`src/rtl/serial_comparator_ctrl_pkg.sv`:
```
// serial_comparator_ctrl_pkg
//   Shared definitions for the bit-serial comparator sequencer: FSM state
//   encoding and the legal operand-width range.
package serial_comparator_ctrl_pkg;

  localparam int WIDTH_MIN = 2;
  localparam int WIDTH_MAX = 32;

  // Code 2'd3 is unused; the FSM treats it as illegal and recovers to IDLE.
  typedef enum logic [1:0] {
    S_IDLE = 2'd0,
    S_SCAN = 2'd1,
    S_DONE = 2'd2
  } state_e;

endpackage

```
`src/rtl/serial_comparator_ctrl_comparator.sv`:
```
// serial_comparator_ctrl_comparator
//   1-bit magnitude comparator cell, purely combinational.
//   a_i, b_i : the bit pair under comparison
//   lt_o     : a_i < b_i
//   gt_o     : a_i > b_i
//   eq_o     : a_i == b_i
module serial_comparator_ctrl_comparator (
  input  logic a_i,
  input  logic b_i,
  output logic lt_o,
  output logic gt_o,
  output logic eq_o
);

  assign lt_o = ~a_i & b_i;
  assign gt_o = a_i & ~b_i;
  assign eq_o = ~(a_i ^ b_i);

endmodule

```
`src/rtl/serial_comparator_ctrl.sv`:
```
// serial_comparator_ctrl
//   Compares two WIDTH-bit unsigned operands one bit per cycle, MSB first,
//   through a single 1-bit comparator cell. Stops at the first differing bit
//   and registers a one-hot lt/gt/eq result with a one-cycle done pulse.
//
//   state | meaning
//   ------+-----------------------------------------------------------
//   IDLE  | waiting for i_w_start; result outputs hold last value
//   SCAN  | comparing the MSBs of the shift registers, one bit per cycle
//   DONE  | result valid and newly updated; o_w_done high for one cycle
//
//   Ports:
//     i_w_clk    : clock, rising edge
//     i_w_rst_n  : asynchronous active-low reset
//     i_w_start  : request pulse, sampled only in IDLE
//     i_w_a/b    : operands, captured on an accepted start
//     o_w_busy   : high in SCAN and DONE
//     o_w_done   : one-cycle pulse in DONE
//     o_w_lt/gt/eq : registered one-hot result (all 0 until first completion)
module serial_comparator_ctrl
  import serial_comparator_ctrl_pkg::*;
#(
  parameter int WIDTH = 8
) (
  input  logic             i_w_clk,
  input  logic             i_w_rst_n,
  input  logic             i_w_start,
  input  logic [WIDTH-1:0] i_w_a,
  input  logic [WIDTH-1:0] i_w_b,
  output logic             o_w_busy,
  output logic             o_w_done,
  output logic             o_w_lt,
  output logic             o_w_gt,
  output logic             o_w_eq
);

  localparam int IDX_W = $clog2(WIDTH);

  if (WIDTH < WIDTH_MIN || WIDTH > WIDTH_MAX) begin : g_width_check
    $error("serial_comparator_ctrl: WIDTH out of range");
  end

  state_e             state_q, state_d;
  logic [WIDTH-1:0]   sh_a_q, sh_a_d;
  logic [WIDTH-1:0]   sh_b_q, sh_b_d;
  logic [IDX_W-1:0]   idx_q, idx_d;
  logic               lt_q, lt_d;
  logic               gt_q, gt_d;
  logic               eq_q, eq_d;

  logic               cmp_lt, cmp_gt, cmp_eq;

  serial_comparator_ctrl_comparator u_cmp (
    .a_i  (sh_a_q[WIDTH-1]),
    .b_i  (sh_b_q[WIDTH-1]),
    .lt_o (cmp_lt),
    .gt_o (cmp_gt),
    .eq_o (cmp_eq)
  );

  always_comb begin
    state_d = state_q;
    sh_a_d  = sh_a_q;
    sh_b_d  = sh_b_q;
    idx_d   = idx_q;
    lt_d    = lt_q;
    gt_d    = gt_q;
    eq_d    = eq_q;

    case (state_q)
      S_IDLE: begin
        if (i_w_start) begin
          sh_a_d  = i_w_a;
          sh_b_d  = i_w_b;
          idx_d   = IDX_W'(WIDTH - 1);
          state_d = S_SCAN;
        end
      end

      S_SCAN: begin
        if (cmp_lt || cmp_gt) begin
          lt_d    = cmp_lt;
          gt_d    = cmp_gt;
          eq_d    = 1'b0;
          state_d = S_DONE;
        end else if (cmp_eq && (idx_q == '0)) begin
          // Last bit pair matched too: operands are equal.
          lt_d    = 1'b0;
          gt_d    = 1'b0;
          eq_d    = 1'b1;
          state_d = S_DONE;
        end else begin
          sh_a_d  = {sh_a_q[WIDTH-2:0], 1'b0};
          sh_b_d  = {sh_b_q[WIDTH-2:0], 1'b0};
          idx_d   = idx_q - 1'b1;
        end
      end

      S_DONE: begin
        state_d = S_IDLE;
      end

      default: begin
        state_d = S_IDLE;
      end
    endcase
  end

  always_ff @(posedge i_w_clk or negedge i_w_rst_n) begin
    if (!i_w_rst_n) begin
      state_q <= S_IDLE;
      sh_a_q  <= '0;
      sh_b_q  <= '0;
      idx_q   <= '0;
      lt_q    <= 1'b0;
      gt_q    <= 1'b0;
      eq_q    <= 1'b0;
    end else begin
      state_q <= state_d;
      sh_a_q  <= sh_a_d;
      sh_b_q  <= sh_b_d;
      idx_q   <= idx_d;
      lt_q    <= lt_d;
      gt_q    <= gt_d;
      eq_q    <= eq_d;
    end
  end

  assign o_w_busy = (state_q == S_SCAN) || (state_q == S_DONE);
  assign o_w_done = (state_q == S_DONE);
  assign o_w_lt   = lt_q;
  assign o_w_gt   = gt_q;
  assign o_w_eq   = eq_q;

endmodule
```
`config.mk`:
```
export PLATFORM = sky130hd
export DESIGN_NAME = serial_comparator_ctrl
export DESIGN_NICKNAME = d
export VERILOG_FILES = /design/src/rtl/serial_comparator_ctrl_pkg.sv /design/src/rtl/serial_comparator_ctrl_comparator.sv /design/src/rtl/serial_comparator_ctrl.sv
export SDC_FILE = /design/constraint.sdc
export NUM_CORES = 1
export LEC_CHECK = 0
export CAP_MARGIN = 20
export CORE_MARGIN = 1
export CORE_UTILIZATION = 51
export DETAILED_ROUTE_END_ITERATION = 10
export PLACE_DENSITY = 0.78
export SLEW_MARGIN = 15
export SYNTH_ARGS = -nofsm -noshare
export SYNTH_HDL_FRONTEND = slang
export SYNTH_SLANG_ARGS = --single-unit
```
`constraint.sdc`:
```
create_clock -name i_w_clk -period 2.9 [get_ports i_w_clk]
set_clock_uncertainty 0.15 [all_clocks]
set_input_delay 0.29 -clock i_w_clk [delete_from_list [all_inputs] [get_ports i_w_clk]]
set_output_delay 0.29 -clock i_w_clk [all_outputs]
set_load 0.03 [all_outputs]
```
==> results of run 1 <==
==> sequential cells by signal (all words and copies together), names as in the netlist <==
signal / cells
idx_q: 3
o_w_eq: 1
state_q: 2
sh_a_q: 8
o_w_lt: 1
sh_b_q: 8
o_w_gt: 1
==> Yosys cell counts (all sizes together) <==
master	count	share of area, %
a21oi	5	1.9
nand2b	1	1.1
a211oi	1	1.6
nor2b	1	1.1
o21ai	3	1.2
nor2	2	0.58
dfrtp	24	47
inv	11	3.2
mux2	29	27
nand2	4	1.2
ha	7	6.8
nand3b	1	0.58
mux2i	4	3.1
nand4b	2	1.4
buf	4	2.5
==> power by group through the flow <==
stage	Combinational, mW	Sequential, mW	Clock [mW]
5_1_grt	1.16	0.594	0.260
3_3_place_gp	1.03	0.573	0
6_report	1.06	0.577	0.239
3_5_place_dp	1.07	0.582	0
4_1_cts	1.08	0.577	0.246
2_1_floorplan	0.811	0.581	0
==> worst register-to-register path, delay by kind of cell (launching register included) <==
kind | cells | cell delay, ns
muxes | 1 | 0.35
DFF | 1 | 0.40
buffers and inverters | 2 | 0.28
adders and majority gates | 2 | 0.42
and+or+nand+nor | 1 | 0.16
AOI/OAI and AO/OA | 1 | 0.42
==> logic make-up (layout without fill, tap and decap cells) <==
| logic type | after synthesis | in the layout |
|---|---|---|
| muxes | 33 | 33 |
| and+or+nand+nor | 11 | 11 |
| adders and majority gates | 7 | 7 |
| DFF | 24 | 24 |
| buffers and inverters | 15 | 42 |
| AOI/OAI and AO/OA | 9 | 9 |
==> routing by layer <==
metal  vias to the layer above  part of all wire (%)
met4                         0                   1.2
li1                        390                     -
met2                        13                    52
met5                         -                     0
met3                         4                   2.8
met1                       392                    44
==> cell type report <==
cell class,instances,area [sq um],area share [%]
Clock buffer,3,22.5,1.40
Clock inverter,1,30.0,1.86
Inverter,11,41.3,2.56
Multi-Input combinational cell,60,612,37.9
Sequential cell,24,601,37.2
Tap cell,28,35.0,2.17
Timing Repair Buffer,27,273,16.9
==> final timing paths <==
check / end / slack, ns / depth (start not counted)
setup / recovery: sh_a_q[3] / 0.62 / 7
hold / removal: sh_b_q[0] / 0.16 / 2
setup reg to reg: sh_a_q[3] / 0.62 / 7
hold reg to reg: sh_a_q[4] / 0.37 / 1
max in group asynchronous: idx_q[2] / 2.20 / 2
min in group i_w_clk: sh_a_q[4] / 0.37 / 1
==> summary.md, run 1 <==
| Metric | Value |
|---|---|
| Status | complete, no violations |
| F_max | 438 MHz |
| FP Rows | 17 |
| Pwr Density | 1160 nW/um^2 |
| Total gr overflow | 0 |
| #FFs+latches synth | 24 |
| Crit-path leading delay family | adder cells |
| Combinational share of power | 56.5% |
| Synth Area in XOR/XNOR | 0% |
| Total wire length | 2.36 mm |
| DR vias/cell | 5.19 |
| Critical Path End Type | register |
| Crit-path most repeated cell | ha_1 |
| Compound-gate portion of the synthesized area | 4.67% |
| Final Critical Period | 2.28 ns |
| Kind of start point of the critical path | register |
| Max-cap viol count | 0 |
| IO Pins | 24 |
| Routing usage on met3 | 2.90% |
| Sequential fraction of the synthesis area | 46.7% |
| Hold_ws | 0.160 ns |
| Synthesized cell area | 1290 sq um |
| Setup violators final | 0 |
| Final TNS setup | 0 ns |
| Total core area | 2300 sq um |
| Worst slew pin tran | 0.405 ns |
| Antenna fix cells | 0 |
| LEAKAGE | 0.735 nW |
| Max incr delay on CP | 0.42 ns |
| CP Buf/Inv Count | 2 |
| Share of power burned in the clock network | 12.7% |
| Worst vdd ir | 797 uV |
| Most frequent cells in the layout | dfrtp_1 (24), mux2_2 (23), clkdlybuf4s50_1 (23), inv_1 (11), ha_1 (7) |
| Total setup buffers inserted after CTS | 0 |
| First-pass DRT Iterations | 3 |
| Cells after DPL | 150 |
| CTS tree | yes |
| Final setup margin | 0.619 ns |
| Layout cells sized above 1 | 31.7% |
| Final hold violations | 0 |
| CTS root buffer | clkbuf_4 |
| Dominant combinational cell family by area after synthesis | multiplexers |
| Pre-CTS WS | 0.638 ns |
| RSZ-0062 raised after global routing | no |
| NumNets Final | 153 |
| Reg power frac | 30.7% |
| Worst r2r src | idx_q[0] |
| Simple-Gate Fraction of Synth Area | 5.84% |
| Fillers | 180 |
| Slew HR | 72.9% |
| Die X | 52.2 um |
| Clock transition at the registers of the reported paths | 0.13 ns |
| RePlAce Congestion | 0.674 |
| Mux cell area share after synthesis | 30.3% |
| CTS H-tree lvls | 1 |
| CP max-delay cell | a211oi_4 |
| Num CTS Buffers | 3 |
| Drt drc | 0 |
| Sw frac | 35.2% |
| Worst min path class | in2async |
| First-pass GRT wire length | 3.97 mm |
| Cells along the critical path | inv_1, ha_1, ha_1, nand2b_4, a211oi_4, buf_12, mux2_2 |
| CP Max Fanout | 15 |
| Layout Utilization | 70.3% |
| Met1 Usage GRT | 25.3% |
| Tcrit/Tclk final | 78.6% |
| Initial antenna violation count | 0 |
| Gr usage total | 20.5% |
| Port Buf Inserts | 23 |
| Die area | 2730 sq um |
| Kind of critical path | reg2reg |
| Wire per inst | 15.3 um |
| Avg Synthesized Cell Area | 13.0 sq um |
| Synth Area in Adders | 6.81% |
| Switching pwr | 0.661 mW |
| CTS resizes | 0 |
| Fin cells | 154 |
| Clk_lat worst skew | 0.31 ns |
| Cells after Synth | 99 |
| Clk sinks | 24 |
| Synth-to-layout area growth | 25.5% |
| DP HPWL | 1.71 mm |
| Synth unique cells | 18 |
| Largest net degree at the start of global routing | 25 |
| Placed Area | 1560 sq um |
| WP data arrival | 2.34 ns |
| Tot Pwr | 1.88 mW |
| Initial cell density of the core | 56.0% |
| Most common cell after layout, fill and taps aside | dfrtp_1 |
| ANT nets after route | 0 |
| Vias | 799 |
| Clk buf depth | 2 |
| Chip Height | 52.2 um |
| Post-Layout Inst Area | 1610 sq um |
| Yosys synthesis warning count | 0 |
| 1st-iter DRT viols | 4 |
| Slew Limit Fails | 0 |
| Worst EP required | 2.96 ns |
| Vias in the first global route | 869 |
| CP startpoint | idx_q[0] |
| Busiest layer in global routing | met2 |
| M2 GR Usage | 35.3% |
| Hold bufs inserted after CTS | 0 |
| Pint | 1.22 mW |
| Syn Nets | 125 |
Power figures use the tool's default switching activity.
==> run 2: changes to the inputs <==
==> constraint.sdc (replaced) <==
create_clock -name i_w_clk -period 2.17 [get_ports i_w_clk]
set_clock_uncertainty 0.15 [all_clocks]
set_input_delay 0.217 -clock i_w_clk [delete_from_list [all_inputs] [get_ports i_w_clk]]
set_output_delay 0.217 -clock i_w_clk [all_outputs]
set_load 0.03 [all_outputs]
==> summary.md, run 2 (synthesized netlist as in run 1, its figures left out) <==
| Metric | Value |
|---|---|
| Status | complete, no violations |
| Crit-path most repeated cell | ha_1 |
| RSZ-0062 raised after global routing | no |
| Most frequent cells in the layout | dfrtp_1 (24), mux2_2 (23), clkdlybuf4s50_1 (22), inv_1 (11), ha_1 (7) |
| Multi-input logic area | 612 sq um (unchanged) |
| Final Critical Period | 2.07 ns (-0.214 ns) |
| RePlAce Congestion | 0.724 (+7.4%) |
| Gr usage total | 20.3% (-0.25 points) |
| Layout Utilization | 70.6% (+0.38 points) |
| Clock transition at the registers of the reported paths | 0.13 ns (about the same) |
| Pre-CTS WS | 0.120 ns (-0.518 ns) |
| Total wire length | 2.19 mm (-7.4%) |
| 1st-iter DRT viols | 13 (+9) |
| Pwr Density | 1500 nW/um^2 (+29%) |
| Worst slew pin tran | 0.325 ns (-0.0804 ns) |
| LEAKAGE | 0.754 nW (+2.5%) |
| IO Pins | 24 (unchanged) |
| Post-Layout Inst Area | 1620 sq um (+0.54%) |
| Total setup buffers inserted after CTS | 0 (unchanged) |
| Vias | 800 (+0.13%) |
| Synth-to-layout area growth | 26.2% |
| Max-cap viol count | 0 (unchanged) |
| Total gr overflow | 0 (unchanged) |
| Worst min path class | in2async |
| FP Rows | 17 (unchanged) |
| Vias in the first global route | 859 (-1.2%) |
| Hold bufs inserted after CTS | 0 (unchanged) |
| Slew Limit Fails | 0 (unchanged) |
| Cells along the critical path | inv_1, ha_1, ha_1, nand2b_4, a211oi_4, buf_4, mux2_4 |
| CP Max Fanout | 6 (-9) |
| Most common cell after layout, fill and taps aside | dfrtp_1 |
| Chip Height | 52.2 um (unchanged) |
| Tcrit/Tclk final | 95.2% (+17 points) |
| Clk sinks | 24 (unchanged) |
| F_max | 484 MHz (+10%) |
| Worst EP required | 2.23 ns (-0.73 ns) |
| ANT nets after route | 0 (unchanged) |
| R2R setup slack | 0.10 ns (-0.52 ns) |
| Antenna fix cells | 0 (unchanged) |
| Biggest regs | sh_a_q (8), sh_b_q (8), idx_q (3) |
| CP max-delay cell | dfrtp_1 |
| Hold_ws | 0.0787 ns (-0.0815 ns) |
| Placed Area | 1580 sq um (+1.4%) |
| Largest net degree at the start of global routing | 25 (unchanged) |
| Critical Path End Type | register |
| Clk_lat worst skew | 0.32 ns (about the same) |
| CTS resizes | 0 (unchanged) |
| Kind of start point of the critical path | register |
| DR vias/cell | 5.10 (-1.8%) |
| CTS H-tree lvls | 1 (unchanged) |
| Num CTS Buffers | 3 (unchanged) |
| Final setup margin | 0.104 ns (-0.516 ns) |
| Initial cell density of the core | 56.0% (unchanged) |
| Drt drc | 0 (unchanged) |
| CTS root buffer | clkbuf_4 |
| Fillers | 173 (-3.9%) |
| NumNets Final | 156 (+2.0%) |
| Port Buf Inserts | 23 (unchanged) |
| DP HPWL | 1.62 mm (-5.2%) |
| Die area | 2730 sq um (unchanged) |
| FF+latch area | 601 sq um (unchanged) |
| First-pass GRT wire length | 3.83 mm (-3.6%) |
| Slew HR | 78.3% (+5.4 points) |
| Setup violators final | 0 (unchanged) |
| WP data arrival | 2.13 ns (-0.21 ns) |
| Die X | 52.2 um (unchanged) |
| Max incr delay on CP | 0.38 ns (-0.04 ns) |
| Clk buf depth | 2 (unchanged) |
| Final hold violations | 0 (unchanged) |
| Layout cells sized above 1 | 33.3% (+1.6 points) |
| First-pass DRT Iterations | 4 (+1) |
| CTS tree | yes |
| Worst vdd ir | 1040 uV (+31%) |
| Initial antenna violation count | 0 (unchanged) |
| Kind of critical path | reg2reg |
| Final TNS setup | 0 ns (unchanged) |
| Wire per inst | 13.9 um (-9.1%) |
| Total core area | 2300 sq um (unchanged) |
==> run 2: changes by cell type in the layout (fill, tap and decap cells not counted) <==
| cell | previous run | this run |
|---|---|---|
| buf_4 | 3 | 6 |
| bufinv_16 | 1 | 0 |
| clkbuf_8 | 0 | 1 |
| clkdlybuf4s50_1 | 23 | 22 |
| dlymetal6s2s_1 | 0 | 1 |
==> run 2: worst paths after layout <==
| kind | startpoint | endpoint | depth (start not counted) |
|---|---|---|---|
| setup reg to reg | idx_q[0] | sh_b_q[3] | 7 |
| hold / removal | i_w_rst_n | sh_a_q[4] | 2 |
| hold reg to reg | sh_a_q[2] | sh_a_q[2] | 1 |
| max in group asynchronous | i_w_rst_n | sh_b_q[0] | 2 |
| setup / recovery | idx_q[0] | sh_b_q[3] | 7 |
| min in group i_w_clk | i_w_a[0] | sh_a_q[0] | 3 |
==> run 2: metrics by stage <==
| step | total power [mW] | std cells |
|---|---|---|
| after floorplan | 1.86 | 99 |
| after global routing | 2.62 | 157 |
| after global placement | 2.17 | 153 |
| after CTS | 2.47 | 157 |
| final | 2.44 | 157 |
| after detailed placement | 2.23 | 153 |
==> run 2: layout make-up <==
type / count / share of cell area [%]
well taps: 28 / 2.16
multi-input cells: 60 / 37.7
inverters: 11 / 2.54
flip-flops and latches: 24 / 37.0
clock buffers: 4 / 2.24
repair buffers: 30 / 18.4
==> run 2: layer usage <==
layer,up-vias,share of wire [%],track usage [%]
li1,396,-,-
met1,385,46,23.8
met2,14,47,34.0
met3,5,4.7,6.09
met4,0,2.1,9.21
met5,-,0,0
==> run 2: power breakdown <==
| group | total, mW | switching [mW] | internal [mW] |
|---|---|---|---|
| Combinational | 1.43 | 0.627 | 0.807 |
| Clock | 0.235 | 0.132 | 0.103 |
| Sequential | 0.770 | 0.109 | 0.661 |
==> run 2: critical path, delay by kind of cell (launching register included) <==
family / cells / cell delay (ns)
mux: 1 / 0.31
simple gates: 1 / 0.16
compound gates: 1 / 0.31
flops: 1 / 0.38
fa+ha+maj: 2 / 0.39
buf+inv: 2 / 0.27
==> run 3: changes to the inputs <==
--- a/config.mk
+++ b/config.mk
@@ -9,7 +9,7 @@
 export CORE_MARGIN = 1
 export CORE_UTILIZATION = 51
 export DETAILED_ROUTE_END_ITERATION = 10
-export PLACE_DENSITY = 0.78
+export PLACE_DENSITY = 0.75
 export SLEW_MARGIN = 15
 export SYNTH_ARGS = -nofsm -noshare
 export SYNTH_HDL_FRONTEND = slang
==> summary.md, run 3 (synthesized netlist as in run 1, its figures left out) <==
| Metric | Value |
|---|---|
| RSZ-0062 raised after global routing | yes |
| Layout cells sized above 1 | 33.3% (unchanged) |
| Worst min path class | in2async |
| Clk sinks | 24 (unchanged) |
| Most common cell after layout, fill and taps aside | dfrtp_1 |
| Setup violators final | 0 (unchanged) |
| Total setup buffers inserted after CTS | 0 (unchanged) |
| Fin cells | 157 (unchanged) |
| Met3 WL | 82 um (-20%) |
| Final setup margin | 0.0847 ns (-0.0191 ns) |
| Largest net degree at the start of global routing | 25 (unchanged) |
| IO Pins | 24 (unchanged) |
| Max-cap viol count | 0 (unchanged) |
| Status | complete, no violations |
| ANT nets after route | 0 (unchanged) |
| Switching pwr | 0.855 mW (-1.6%) |
| Worst vdd ir | 1100 uV (+5.8%) |
| CTS root buffer | clkbuf_4 |
| Tot Pwr | 2.49 mW (+2.0%) |
| Reg power frac | 30.6% (-1.0 points) |
| F_max | 480 MHz (-0.92%) |
| Synth-to-layout area growth | 26.3% (about the same) |
| Clk_lat worst skew | 0.32 ns (about the same) |
| Chip Height | 52.2 um (unchanged) |
| WP data arrival | 1.72 ns (-0.41 ns) |
| Hold_ws | 0.0926 ns (+0.0139 ns) |
| Pint | 1.63 mW (+3.9%) |
| Vias in the first global route | 830 (-3.4%) |
| Total core area | 2300 sq um (unchanged) |
| Final Critical Period | 2.09 ns (+0.0191 ns) |
| Tcrit/Tclk final | 96.1% (+0.88 points) |
| Biggest regs | sh_a_q (8), sh_b_q (8), idx_q (3) |
| DR vias/cell | 5.17 (+1.4%) |
| First-pass GRT wire length | 3.57 mm (-6.7%) |
| Drt drc | 0 (unchanged) |
| Hold bufs inserted after CTS | 0 (unchanged) |
| Slew HR | 78.5% (+0.22 points) |
| Worst EP required | 1.80 ns (-0.43 ns) |
| Share of power burned in the clock network | 12.9% (+3.3 points) |
| Clk buf depth | 2 (unchanged) |
| Die area | 2730 sq um (unchanged) |
| Total wire length | 2.16 mm (-1.1%) |
| Combinational share of power | 56.5% (-2.3 points) |
| Kind of critical path | reg2out |
| Top Layer Used | met4 |
| Total gr overflow | 0 (unchanged) |
| CP Max Fanout | 3 (-3) |
| First-pass DRT Iterations | 4 (unchanged) |
| LEAKAGE | 0.746 nW (-1.0%) |
| Gr usage total | 18.7% (-1.6 points) |
| 1st-iter DRT viols | 4 (-9) |
| FP Rows | 17 (unchanged) |
| Kind of start point of the critical path | register |
| Metal2 WL | 1.13 mm (+9.2%) |
| Critical Path End Type | output port |
| CTS resizes | 0 (unchanged) |
| CTS H-tree lvls | 1 (unchanged) |
| Most frequent cells in the layout | dfrtp_1 (24), mux2_2 (23), clkdlybuf4s50_1 (23), inv_1 (11) |
| NumNets Final | 156 (unchanged) |
| Wire per inst | 13.8 um (-1.1%) |
| Final hold violations | 0 (unchanged) |
| Initial antenna violation count | 0 (unchanged) |
| Initial cell density of the core | 56.0% (unchanged) |
| Pwr Density | 1530 nW/um^2 (+1.9%) |
| Num CTS Buffers | 3 (unchanged) |
| Die X | 52.2 um (unchanged) |
| RePlAce Congestion | 0.837 (+16%) |
| Clock transition at the registers of the reported paths | 0.14 ns (about the same) |
| Cells after DPL | 153 (unchanged) |
| Slew Limit Fails | 0 (unchanged) |
| CTS tree | yes |
| M1 WL | 928 um (-7.2%) |
| Sw frac | 34.4% (-1.2 points) |
| Worst slew pin tran | 0.321 ns (-0.00375 ns) |
| Port Buf Inserts | 23 (unchanged) |
| DP HPWL | 1.60 mm (-1.1%) |
| Layout Utilization | 70.7% (about the same) |
| Antenna fix cells | 0 (unchanged) |
| Vias | 811 (+1.4%) |
| Pre-CTS WS | 0.118 ns (-0.00181 ns) |
==> run 3: changes by cell type in the layout (fill, tap and decap cells not counted) <==
cell | previous run | this run
dlymetal6s2s_1 | 1 | 0
buf_12 | 1 | 0
clkbuf_8 | 1 | 0
bufinv_16 | 0 | 1
buf_4 | 6 | 7
clkdlybuf4s50_1 | 22 | 23
==> run 3: worst max-delay path, cell delays in order, from the launching register on <==
cell and delay [ns]:
dfrtp_1 0.40, inv_1 0.07, ha_1 0.27, clkdlybuf4s50_1 0.66
==> run 3: routing by layer <==
| layer | track usage (%) | vias to the layer above |
|---|---|---|
| li1 | - | 397 |
| met1 | 20.6 | 400 |
| met2 | 34.0 | 12 |
| met3 | 6.09 | 2 |
| met4 | 5.26 | 0 |
| met5 | 0 | - |
==> run 3: cell type report <==
type                            count  area (sq um)
Fill cell                         181           673
Multi-Input combinational cell     60           612
Sequential cell                    24           601
Timing Repair Buffer               30           283
Inverter                           11          41.3
Tap cell                           28          35.0
Clock inverter                      1          30.0
Clock buffer                        3          22.5
==> run 3: per-stage QoR <==
stage                     area [sq um]  setup TNS (ns)
final                             1620               0
after global routing              1620          -0.269
after floorplan                   1290               0
after global placement            1570               0
after CTS                         1620               0
after detailed placement          1570               0
==> run 3: final timing paths <==
path | depth (start not counted) | slack, ns | endpoint | start
worst max-delay path | 3 | 0.08 | o_w_busy | state_q[0]
worst min-delay path | 2 | 0.09 | sh_a_q[2] | i_w_rst_n
worst max register to register | 7 | 0.10 | sh_b_q[1] | idx_q[0]
worst min register to register | 1 | 0.37 | sh_a_q[3] | sh_a_q[3]
max in group asynchronous | 2 | 1.53 | sh_b_q[4] | i_w_rst_n
min in group i_w_clk | 3 | 0.34 | sh_a_q[0] | i_w_a[0]
==> run 3: power by group through the flow <==
stage	Clock [mW]	Combinational (mW)	Sequential [mW]
6_report	0.321	1.41	0.761
5_1_grt	0.346	1.53	0.783
4_1_cts	0.329	1.43	0.762
3_5_place_dp	0	1.42	0.771
3_3_place_gp	0	1.38	0.765
2_1_floorplan	0	1.08	0.777
==> edit 1: new RTL, config.mk and constraints of run 2 <==
Set the parameter `WIDTH` to 16 (it was 8).
--- a/src/rtl/serial_comparator_ctrl.sv
+++ b/src/rtl/serial_comparator_ctrl.sv
@@ -20,7 +20,7 @@
 module serial_comparator_ctrl
   import serial_comparator_ctrl_pkg::*;
 #(
-  parameter int WIDTH = 8
+  parameter int WIDTH = 16
 ) (
   input  logic             i_w_clk,
   input  logic             i_w_rst_n,
Ports: changed (resized i_w_a and i_w_b); port bits go from 24 to 40. No check against the original RTL was run, so the function may have changed too.
==> edit 1 against run 2 <==
Maximum frequency down 3.9%; largest cell class is now flip-flops and latches; cell area up 71%; sequential cell count up 17; routed wire length up 71%; sequential share of layout area up 0.062 points; synthesized area up 63%; total power up 66%; via count up 69%; worst setup slack worse by 83 ps; count of clock-buffer cells in the layout up 3.
==> edit 1: results (changes against run 2) <==
seq_cells: 41 (+71%)
Metal-1 WL: 1580 um (+58%)
Root Buffer: clkbuf_8
placed instance count: 239 (+56%)
met3 GRT Util: 4.14% (-1.9 points)
Clock Power Share: 13.2% (+3.6 points)
vias per cell: 5.29 (+3.7%)
clock-cell share of area: 3.66% (+1.4 points)
First-pass DRT Iterations: 3 (-1)
Top Registers: sh_a_q x16, sh_b_q x16, idx_q x4
met2 usage: 34.8% (+0.85 points)
CTS buffer count: 5 (+2)
R2R Path End: sh_a_q[13]$_DFFE_PN0P_
mux share of post-synthesis cell area: 34.6% (+4.4 points)
start point of the critical path: state_q[1]$_DFFE_PN0P_
top area cells in the synthesized netlist: dfrtp_1, mux2_2, ha_1, mux2i_1, buf_6
delay-heaviest family, CP: multiplexers
Routed WL per cell: 14.6 um (+5.0%)
pin count of the biggest net entering global routing: 36 (+44%)
Mapped Nets: 194 (+55%)
commonest cells in the netlist: mux2_2, dfrtp_1, inv_1
multi-input gates: 97 (+62%)
clk_lat worst skew: 290 ps (-30 ps)
Logic pwr share: 54.0% (-4.8 points)
Worst Path Arrival: 2180 ps (+50 ps)
share of cells above drive strength 1: 41.3% (+8.0 points)
WL met2: 1990 um (+92%)
Reg clk slew, reported paths: 70 ps (-60 ps)
Worst Tran Pin Value: 571 ps (+246 ps)
switching share of power: 32.3% (-3.3 points)
NonClk Buf Share: 19.3% (+0.95 points)
vias in the first global route: 1383 (+61%)
status: completed
compound-cell area share of the yosys netlist: 5.73% (+1.1 points)
sequential cell area share: 37.1% (+0.062 points)
==> edit 1: cell types whose count changed after synthesis, sizes merged, moves of 2 or more <==
cell / before / now
mux2: 29 / 60
dfrtp: 24 / 41
a21oi: 5 / 1
a2bb2oi: 0 / 3
inv: 11 / 8
nor2b: 1 / 4
clkbuf: 0 / 2
nand2: 4 / 2
nand4b: 2 / 0
nor3: 0 / 2
o31a: 0 / 2
==> edit 1: repair_timing <==
action,4_1_cts,5_1_grt
hold endpoints to repair,24,0
buffers inserted,0,7
endpoints found under the setup margin,0,30
hold buffers,1,0
resized for setup,0,6
==> edit 1: through the flow <==
step                      worst slack [ps]  cell area (um^2)  util [%]
after floorplan                       79.9              2100         -
after global routing                 -32.0              2770      72.9
after CTS                             68.8              2660      70.0
after global placement                 172              2550      67.1
after detailed placement              86.3              2550      67.1
final                                 20.4              2770      72.9
==> edit 2: new RTL, config.mk and constraints of run 2 <==
Made on the original files. Take the reset off `sh_a_q` and `sh_b_q` and load them in a clocked block of their own.
--- a/src/rtl/serial_comparator_ctrl.sv
+++ b/src/rtl/serial_comparator_ctrl.sv
@@ -109,21 +109,22 @@
   always_ff @(posedge i_w_clk or negedge i_w_rst_n) begin
     if (!i_w_rst_n) begin
       state_q <= S_IDLE;
-      sh_a_q  <= '0;
-      sh_b_q  <= '0;
       idx_q   <= '0;
       lt_q    <= 1'b0;
       gt_q    <= 1'b0;
       eq_q    <= 1'b0;
     end else begin
       state_q <= state_d;
-      sh_a_q  <= sh_a_d;
-      sh_b_q  <= sh_b_d;
       idx_q   <= idx_d;
       lt_q    <= lt_d;
       gt_q    <= gt_d;
       eq_q    <= eq_d;
     end
+  end
+
+  always_ff @(posedge i_w_clk) begin
+    sh_a_q <= sh_a_d;
+    sh_b_q <= sh_b_d;
   end
 
   assign o_w_busy = (state_q == S_SCAN) || (state_q == S_DONE);
Function: no difference found for any inputs over 10 cycles, from zero or initial values and one cycle with i_w_rst_n low; that may be too few to reach the edited logic, so the function may still have changed.
==> edit 2 against run 2 <==
Sequential cell count unchanged; sequential share of layout area is 9.4 points higher; sequential power increased by 12%; worst setup slack got worse by 29 ps; total power shrank 14%; critical path depth down 4; cell area is 9.6% lower; synthesized cell count down 19%; routed wire length shrank 24%; synthesized area shrank 11%; critical path type is now register to primary output; largest cell class is now flip-flops and latches.
==> edit 2: results (changes against run 2) <==
delay-heaviest family, CP: buffers and inverters
pre-CTS WS: 151 ps (+31.0 ps)
reg2reg start: idx_q[0]$_DFFE_PN0P_
Total GRT Usage: 15.9% (-4.4 points)
R2R Path End: sh_b_q[4]$_DFFE_PP_
DR iter-0 viols: 4 (-9)
global-route wire length before repair: 2870 um (-25%)
Reg clk slew, reported paths: 130 ps (about the same)
max cap viols: 0 (unchanged)
sequential area share after synthesis: 59.5% (+13 points)
First-pass DRT Iterations: 3 (-1)
EDFF count, synth: 16 (+16)
CP max stage cell: clkdlybuf4s50_1
placed instance count: 130 (-15%)
VDD IR-drop max: 0.00107 V (+2.4%)
vias per cell: 4.96 (-2.8%)
RePlAce Congestion: 0.713 (-1.5%)
gr ovfl total: 0 (unchanged)
Crit Path Max Fanout: 3 (-3)
vias in the first global route: 691 (-20%)
reg-to-reg slack, setup: 140 ps (+40 ps)
WL met2: 843 um (-19%)
met3 wire len: 49 um (-52%)
hpwl dp: 1290 um (-20%)
share of cells above drive strength 1: 23.4% (-10 points)
Routed WL: 1660 um (-24%)
Cell variety after synth: 15 (-3)
Metal-1 WL: 770 um (-23%)
Syn Area/Cell: 14.3 um^2 (+10%)
post-route insts no fill: 134 (-15%)
status: completed
worst reg-to-reg path cell count: 6 (-1)
CTS buffer count: 3 (unchanged)
WHS: 17.8 ps (-60.9 ps)
Leak Pwr: 0.596 nW (-21%)
hold crit path type: input port to async pin
Most used DFF post-synth: edfxtp_1
final antenna diode count: 0 (unchanged)
top area cells in the synthesized netlist: edfxtp_1, dfrtp_1, mux2_2, ha_1, inv_1
pin count of the biggest net entering global routing: 17 (-32%)
Worst Tran Pin Value: 364 ps (+38.7 ps)
commonest cells in the netlist: edfxtp_1, mux2_2, inv_1
Highest Signal Layer: met3
Mapped Nets: 106 (-15%)
Critical Path Max Stage Delay: 660 ps (+280 ps)
FILL cells: 158 (-8.7%)
Post-synth ARST share: 33.3% (-67 points)
initial antenna violation count: 0 (unchanged)
[edit 2: cell families after synthesis]
| logic type | share of synthesized area (%) |
|---|---|
| buffers and inverters | 4.27 |
| muxes | 18.7 |
| and+or+nand+nor | 5.47 |
| AOI/OAI and AO/OA | 4.38 |
| adders and majority gates | 7.66 |
| DFF | 59.5 |
[edit 2: final cells by class]
cell class | instances | share of cell area [%]
Inverter | 9 | 2.30
Timing Repair Buffer | 26 | 17.2
Clock buffer | 3 | 1.53
Tap cell | 27 | 2.30
Clock inverter | 1 | 2.05
Sequential cell | 24 | 46.4
Multi-Input combinational cell | 44 | 28.2
[edit 2: through the flow]
stage / power [W] / instance area, um^2
2_1_floorplan: 0.00153 / 1140
3_3_place_gp: 0.00176 / 1420
3_5_place_dp: 0.00180 / 1420
4_1_cts: 0.00211 / 1470
5_1_grt: 0.00223 / 1470
6_report: 0.00209 / 1470
[edit 2: worst max path at each step]
stage                            to  depth (start not counted)  slack (ps)                    from
2_1_floorplan  idx_q[0]$_DFFE_PN0P_                          6          -8    idx_q[0]$_DFFE_PN0P_
3_3_place_gp    sh_b_q[1]$_DFFE_PP_                          6         210    idx_q[0]$_DFFE_PN0P_
3_5_place_dp    sh_b_q[5]$_DFFE_PP_                          6         150    idx_q[0]$_DFFE_PN0P_
4_1_cts                    o_w_busy                          3          50  state_q[0]$_DFFE_PN0P_
5_1_grt                    o_w_busy                          3           3  state_q[0]$_DFFE_PN0P_
6_report                   o_w_busy                          3          80  state_q[0]$_DFFE_PN0P_
[edit 2: where the power goes]
group	leakage, nW	total [W]	switching [W]	internal [W]
Clock	0.0279	0.000316	0.000130	0.000187
Combinational	0.320	0.000907	0.000487	0.000420
Sequential	0.248	0.000866	0.0000704	0.000795
Total	0.596	0.00209	0.000687	0.00140
[edit 2: routing by layer]
| layer | up-vias | global-route usage [%] |
|---|---|---|
| met1 | 318 | 20.2 |
| li1 | 334 | - |
| met2 | 12 | 26.9 |
| met5 | - | 0 |
| met3 | 0 | 2.80 |
| met4 | 0 | 5.88 |
